**config.mk**
```make
export PLATFORM = sky130hd
export DESIGN_NAME = scan_sequencer
export DESIGN_NICKNAME = d
export VERILOG_FILES = /design/src/rtl/scan_sequencer.sv
export SDC_FILE = /design/constraint.sdc
export NUM_CORES = 1
export LEC_CHECK = 0
export ABC_AREA = 1
export CELL_PAD_IN_SITES_DETAIL_PLACEMENT = 1
export CELL_PAD_IN_SITES_GLOBAL_PLACEMENT = 2
export CORE_UTILIZATION = 32
export CTS_BUF_LIST = sky130_fd_sc_hd__clkbuf_4
export DETAILED_ROUTE_END_ITERATION = 10
export GPL_TIMING_DRIVEN = 0
export HOLD_SLACK_MARGIN = 0.03
export PLACE_DENSITY_LB_ADDON = 0.1
export SLEW_MARGIN = 15
export SYNTH_ARGS = -nofsm -noshare
export SYNTH_HDL_FRONTEND = slang
export SYNTH_SLANG_ARGS = --single-unit
```
**constraint.sdc**
```tcl
create_clock -name clk -period 1.9 [get_ports clk]
set_input_delay 0.38 -clock clk [delete_from_list [all_inputs] [get_ports clk]]
set_output_delay 0.38 -clock clk [all_outputs]
set_load 0.05 [all_outputs]
```
**src/rtl/scan_sequencer.sv**
```systemverilog
// Purpose: steps a 3-bit index (0..7 or 7..0) for a one-hot decoder, holding each index dwell+1 cycles, single-pass or continuous.
// Latency: a start accepted at edge N shows the first index in cycle N+1; all outputs are registered.
// Backpressure: none; start is ignored while busy, and stop aborts the scan at the next edge.
module scan_sequencer #(
    parameter int DWELL_W = 8
) (
    input  logic               clk,
    input  logic               rst_n,
    input  logic               start,
    input  logic               stop,
    input  logic               mode_cont,
    input  logic               dir_down,
    input  logic [DWELL_W-1:0] dwell,
    output logic [2:0]         sel,
    output logic               sel_valid,
    output logic               busy,
    output logic               done,
    output logic               wrap
);

    typedef enum logic [1:0] {
        IDLE = 2'd0,
        SCAN = 2'd1,
        DONE = 2'd2
    } state_t;

    state_t             state;
    logic [DWELL_W-1:0] cnt;
    logic [DWELL_W-1:0] cfg_dwell;
    logic               cfg_cont;
    logic               cfg_down;

    logic               at_last;
    logic [2:0]         first_idx;
    logic [2:0]         sel_step;

    // Index bookkeeping derived from the captured direction only.
    assign first_idx = cfg_down ? 3'd7 : 3'd0;
    assign at_last   = cfg_down ? (sel == 3'd0) : (sel == 3'd7);
    assign sel_step  = cfg_down ? (sel - 3'd1) : (sel + 3'd1);

    // Sequencer FSM; every output is a register so done and wrap have no input-to-output path.
    always_ff @(posedge clk or negedge rst_n) begin
        if (!rst_n) begin
            state     <= IDLE;
            sel       <= 3'd0;
            sel_valid <= 1'b0;
            busy      <= 1'b0;
            done      <= 1'b0;
            wrap      <= 1'b0;
            cnt       <= '0;
            cfg_dwell <= '0;
            cfg_cont  <= 1'b0;
            cfg_down  <= 1'b0;
        end else begin
            case (state)
                IDLE: begin
                    done <= 1'b0;
                    wrap <= 1'b0;
                    // stop wins over start when both are high.
                    if (start && !stop) begin
                        state     <= SCAN;
                        sel       <= dir_down ? 3'd7 : 3'd0;
                        cnt       <= dwell;
                        cfg_dwell <= dwell;
                        cfg_cont  <= mode_cont;
                        cfg_down  <= dir_down;
                        sel_valid <= 1'b1;
                        busy      <= 1'b1;
                    end else begin
                        sel       <= 3'd0;
                        sel_valid <= 1'b0;
                        busy      <= 1'b0;
                    end
                end
                SCAN: begin
                    if (stop) begin
                        state     <= IDLE;
                        sel       <= 3'd0;
                        sel_valid <= 1'b0;
                        busy      <= 1'b0;
                        done      <= 1'b0;
                        wrap      <= 1'b0;
                        cnt       <= '0;
                    end else if (cnt != '0) begin
                        cnt  <= cnt - 1'b1;
                        wrap <= 1'b0;
                    end else if (!at_last) begin
                        sel  <= sel_step;
                        cnt  <= cfg_dwell;
                        wrap <= 1'b0;
                    end else if (cfg_cont) begin
                        sel  <= first_idx;
                        cnt  <= cfg_dwell;
                        wrap <= 1'b1;
                    end else begin
                        // sel stays on the last index through DONE.
                        state     <= DONE;
                        sel_valid <= 1'b0;
                        done      <= 1'b1;
                        wrap      <= 1'b0;
                    end
                end
                DONE: begin
                    state     <= IDLE;
                    sel       <= 3'd0;
                    sel_valid <= 1'b0;
                    busy      <= 1'b0;
                    done      <= 1'b0;
                    wrap      <= 1'b0;
                end
                default: begin
                    state     <= IDLE;
                    sel       <= 3'd0;
                    sel_valid <= 1'b0;
                    busy      <= 1'b0;
                    done      <= 1'b0;
                    wrap      <= 1'b0;
                    cnt       <= '0;
                end
            endcase
        end
    end

endmodule
```
# After elaboration in Yosys (flattened, before gate mapping)
# Cells that the tools add are included.
# totals
regBits	27
word_cells	74
# op_classes
addsub	3
eq_ne	10
n_mux	40
bitwise_logic	1
reduce_logical	10
# op_table
cell	count
2-to-1 mux 8 bit	5
2-to-1 mux 3 bit	8
case mux 8 bit (3 select lines)	1
2-to-1 mux 1 bit	17
2-to-1 mux 2 bit	5
inequality test 3 bit (second input constant)	3
nonzero test 8 bit	1
subtractor 8 x 1 -> 8 bit (second input constant)	1
case mux 3 bit (2 select lines)	1
AND reduction 3 bit	2
inequality test 5 bit (second input constant)	1
inequality test 2 bit (second input constant)	2
inequality test 4 bit (second input constant)	1
case mux 1 bit (2 select lines)	2
case mux 2 bit (2 select lines)	1
AND reduction 2 bit	2
AND reduction 4 bit	1
adder 3 x 1 -> 3 bit (second input constant)	1
equality test 3 bit (second input constant)	1
zero test 3 bit	1
subtractor 3 x 1 -> 3 bit (second input constant)	1
equality test 2 x 1 -> 1 bit (second input constant)	1
equality test 2 bit (second input constant)	1
zero test 2 bit	1
3 further kinds	3

# Logic depth before layout (Yosys ltp)
# logic_depth
word_depth	6
depth_mapped	12

# Worst setup path before layout
# Ideal clock, no wire load.
# synth_timing
path_kind	reg-to-reg
startpoint	register sel[0]
endpoint	register cnt[3]
setup_time_ns	0.116
arrival_ns	1.473
required_ns	1.784
slack_ns	0.310
path_stages_with_launch	8
path_buffers	0
cell_sequence	dfrtp_1 -> nand4_1 -> o21ai_1 -> nand3_2 -> nand2_4 -> nor2_4 -> nand2_1 -> nand2_1
# synth_via
elab_chain_cells	6
elab_cells_between_ends	9
# synth_lines
item	line	rtl
from (decl)	14	output logic [2:0] sel,
from (signal assigned)	63	sel <= dir_down ? 3'd7 : 3'd0;
from (signal assigned)	89	sel <= sel_step;
from (signal assigned)	93	sel <= first_idx;
equality test 3 bit / zero test 3 bit (equally long branches)	39	assign at_last = cfg_down ? (sel == 3'd0) : (sel == 3'd7);
2-to-1 mux 1 bit (*)	39	
2-to-1 mux 8 bit	88	end else if (!at_last) begin
2-to-1 mux 8 bit	85	end else if (cnt != '0) begin
2-to-1 mux 8 bit	77	if (stop) begin
case mux 8 bit (3 select lines)	56	case (state)
to (signal assigned)	86	cnt <= cnt - 1'b1;
to (signal assigned)	90	cnt <= cfg_dwell;
to (signal assigned)	94	cnt <= cfg_dwell;
to (decl)	28	logic [DWELL_W-1:0] cnt;
# Mark *: on every way between the ends. The rest lies on a longest branch, timed or not.
# A chain may end at the register's enable or synchronous reset.

# Worst setup path after layout
# layout_timing
startpoint	register wrap
endpoint	output port wrap
# layout_rtl
item	line	rtl
from (decl)	18	output logic wrap
from (signal assigned)	50	wrap <= 1'b0;
from (signal assigned)	59	wrap <= 1'b0;
from (signal assigned)	83	wrap <= 1'b0;
# No word-level cell between the ends.

==> out/metrics.csv <==
metric,value,unit
DRC Markers,0,
crit-path cells,clkdlybuf4s50_1,
die span in y,71.5,um
die area,0.00511,mm^2
pwr/cell area,947,mW/mm^2
CP top delay family,buffers and inverters,
# IOs,21,
Critical Path RT,1.52,ns
status,completed,
Synth Area in XOR/XNOR,1.13,%
Final Hold Vio Count,0,
Inserted Diodes,0,
Routed WL per cell,15.7,um
syn nets,228,
FF-to-FF Start,state[1],
CP peak stage delay,0.79,ns
Buf/Inv on CP,1,
# hold bufs at CTS,0,
CTS root buf,clkbuf_4,
final instance area,0.00183,mm^2
"Seq/Total Area, Yosys",43.8,%
drt initial violations,52,
share of post-route cells with drive strength above 1,10.2,%
fmax,536,MHz
count of final setup violators,0,
gpl congestion,0.760,
Total Routed Length,4.50,mm
reg2reg end,cfg_cont,
internal reg-to-reg setup slack,0.21,ns
clk_skew,0.00567,ns
Crit-path slowest cell,clkdlybuf4s50_1,
vias in the first global route,1523,
Synth Area in Compound Gates,8.43,%
Vias/cell,5.05,
Worst Max-Slew Pin Slew,0.660,ns
Netlist cell types,26,
first-pass GRT wire length,7.67,mm
ys async rst share,100,%
Die W,71.5,um
hpwl dp,3.22,mm
number of synthesized flops with an enable pin,0,
most frequent cells after synthesis,"nand2_1, inv_1, dfrtp_1, nand3_1, o21ai_0",
post-synthesis mux area share,0,%
critical path type,reg2out,
Reg2Reg Depth,6,
grt total ovfl,0,
Synth Area in Adders,2.92,%
Mapped Cells,211,
yosys warns,0,
most frequent cell after synthesis,nand2_1,
final core utilization,40.6,%
Worst-Skew Late Latency,0.34,ns
IO Port Bufs,20,
CTS tree,yes,
critical path arrival,1.48,ns
post-route clock period utilization,98.1,%
fin nets,253,
CP max FO,1,
FP Rows,24,
CP Launch Type,flip-flop,
Syn Area/Cell,7.32,um^2
post-synth top area cell,dfrtp_1,
Simple-Gate Fraction of Synth Area,34.8,%
post-route ant nets,0,
Worst VDD drop,0.365,mV
antenna violations before repair,0,
combinational family with the most area after synthesis,simple AND/OR/NAND/NOR gates,
drt pass-1 iters,4,
Tot GR Track Use,19.7,%
Layout area overhead,18.3,%
largest net degree at the start of global routing,28,
max_cap viols,0,
Synth Flop Type,dfrtp_1,
Rel. slew slack,56.0,%
total power,1730,uW
post-synth top area share,43.8,%
Post-DP Area,0.00180,mm^2
core footprint,0.00450,mm^2
depth of the CTS H-tree,1,
initial core utilization,34.3,%
routed vias,1448,
CTS buffer count,3,
HP Class,in2async,
fin crit period,1.86,ns
Longest Clk Path Bufs,2,
RSZ-0062 raised after global routing,false,
"Slew Viols, Final",0,
CP Capture Type,output port,
number of post-CTS setup repair buffers,0,
Post-Syn Area,0.00154,mm^2
Synth Register Bits,27,
Clock Sinks,27,
"top cells by area, synth","dfrtp_1, nand2_1, inv_1, nand3_1, o21ai_0",
Leakage,0.000989,uW
"Clk pin slew, worst setup/hold paths",0.16,ns
## power breakdown
part,leakage [uW],switching [uW],internal (uW),total [uW]
Combinational,0.000627,432,232,664
Clock,0.0000184,194,96.9,291
Sequential,0.000344,100,675,775
Total,0.000989,726,1000,1730
## worst max path at each step
stage | cells after the start | startpoint | to
floorplan | 7 | sel[0] | cnt[3]
global placement | 8 | stop | cnt[2]
detailed placement | 8 | stop | cnt[6]
CTS | 1 | wrap | wrap
global route | 1 | wrap | wrap
finish | 1 | wrap | wrap
## cell families after synthesis
family,Yosys count
AOI/OAI and AO/OA,24
buffers and inverters,33
DFF,27
and+or+nand+nor,122
xor gates and xnor gates,2
adders and majority gates,3
## cells in the final DEF (no fill, tap or decap), drive strengths merged
cell type | Yosys | final
a21oi | 4 | 4
clkinv | 1 | 1
clkdlybuf4s50 | 0 | 13
a31oi | 1 | 1
nand4 | 2 | 2
clkbuf | 0 | 4
nand3 | 13 | 13
o22ai | 7 | 7
nand2 | 91 | 91
ha | 2 | 2
xnor2 | 2 | 2
dfrtp | 27 | 27
buf | 2 | 3
o21ai | 12 | 12
inv | 30 | 30
fa | 1 | 1
nor4 | 1 | 1
or2 | 1 | 1
nor2 | 14 | 14
dlygate4sd2 | 0 | 6
## area by class of cell
type | instances | area (um^2)
Buffer | 2 | 16.3
Sequential cell | 27 | 676
Fill cell | 577 | 2680
Clock buffer | 4 | 30.0
Timing Repair Buffer | 20 | 188
Tap cell | 52 | 65.1
Multi-Input combinational cell | 151 | 729
Inverter | 31 | 123
## registers in the layout, summed over array words and instances, names as in the netlist
name,count
cfg_down,1
cfg_dwell,8
sel_valid,1
done,1
cnt,8
busy,1
state,2
wrap,1
sel,3
cfg_cont,1
## metal layers
metal	GRT usage, %	up-vias	part of all wire [%]
met5	0	-	0
li1	-	705	-
met2	33.2	32	46
met1	27.2	705	50
met3	1.69	6	2.6
met4	5.45	0	1.3
## repair_timing
action,CTS,global route
gates resized for setup,6,0
endpoints found under the hold margin,0,0
setup endpoints to repair,6,0
## stage by stage
step	hold slack [ns]	setup TNS [ns]	setup slack [ns]	instances
5_1_grt	0.101	0	0.0190	287
6_report	0.0359	0	0.0354	287
3_3_place_gp	0.458	-2.19	-0.120	283
4_1_cts	0.0573	0	0.0285	287
3_5_place_dp	0.452	-1.38	-0.190	283
2_1_floorplan	0.0844	0	0.310	211
Note: power is estimated with default switching activity, not from simulation.
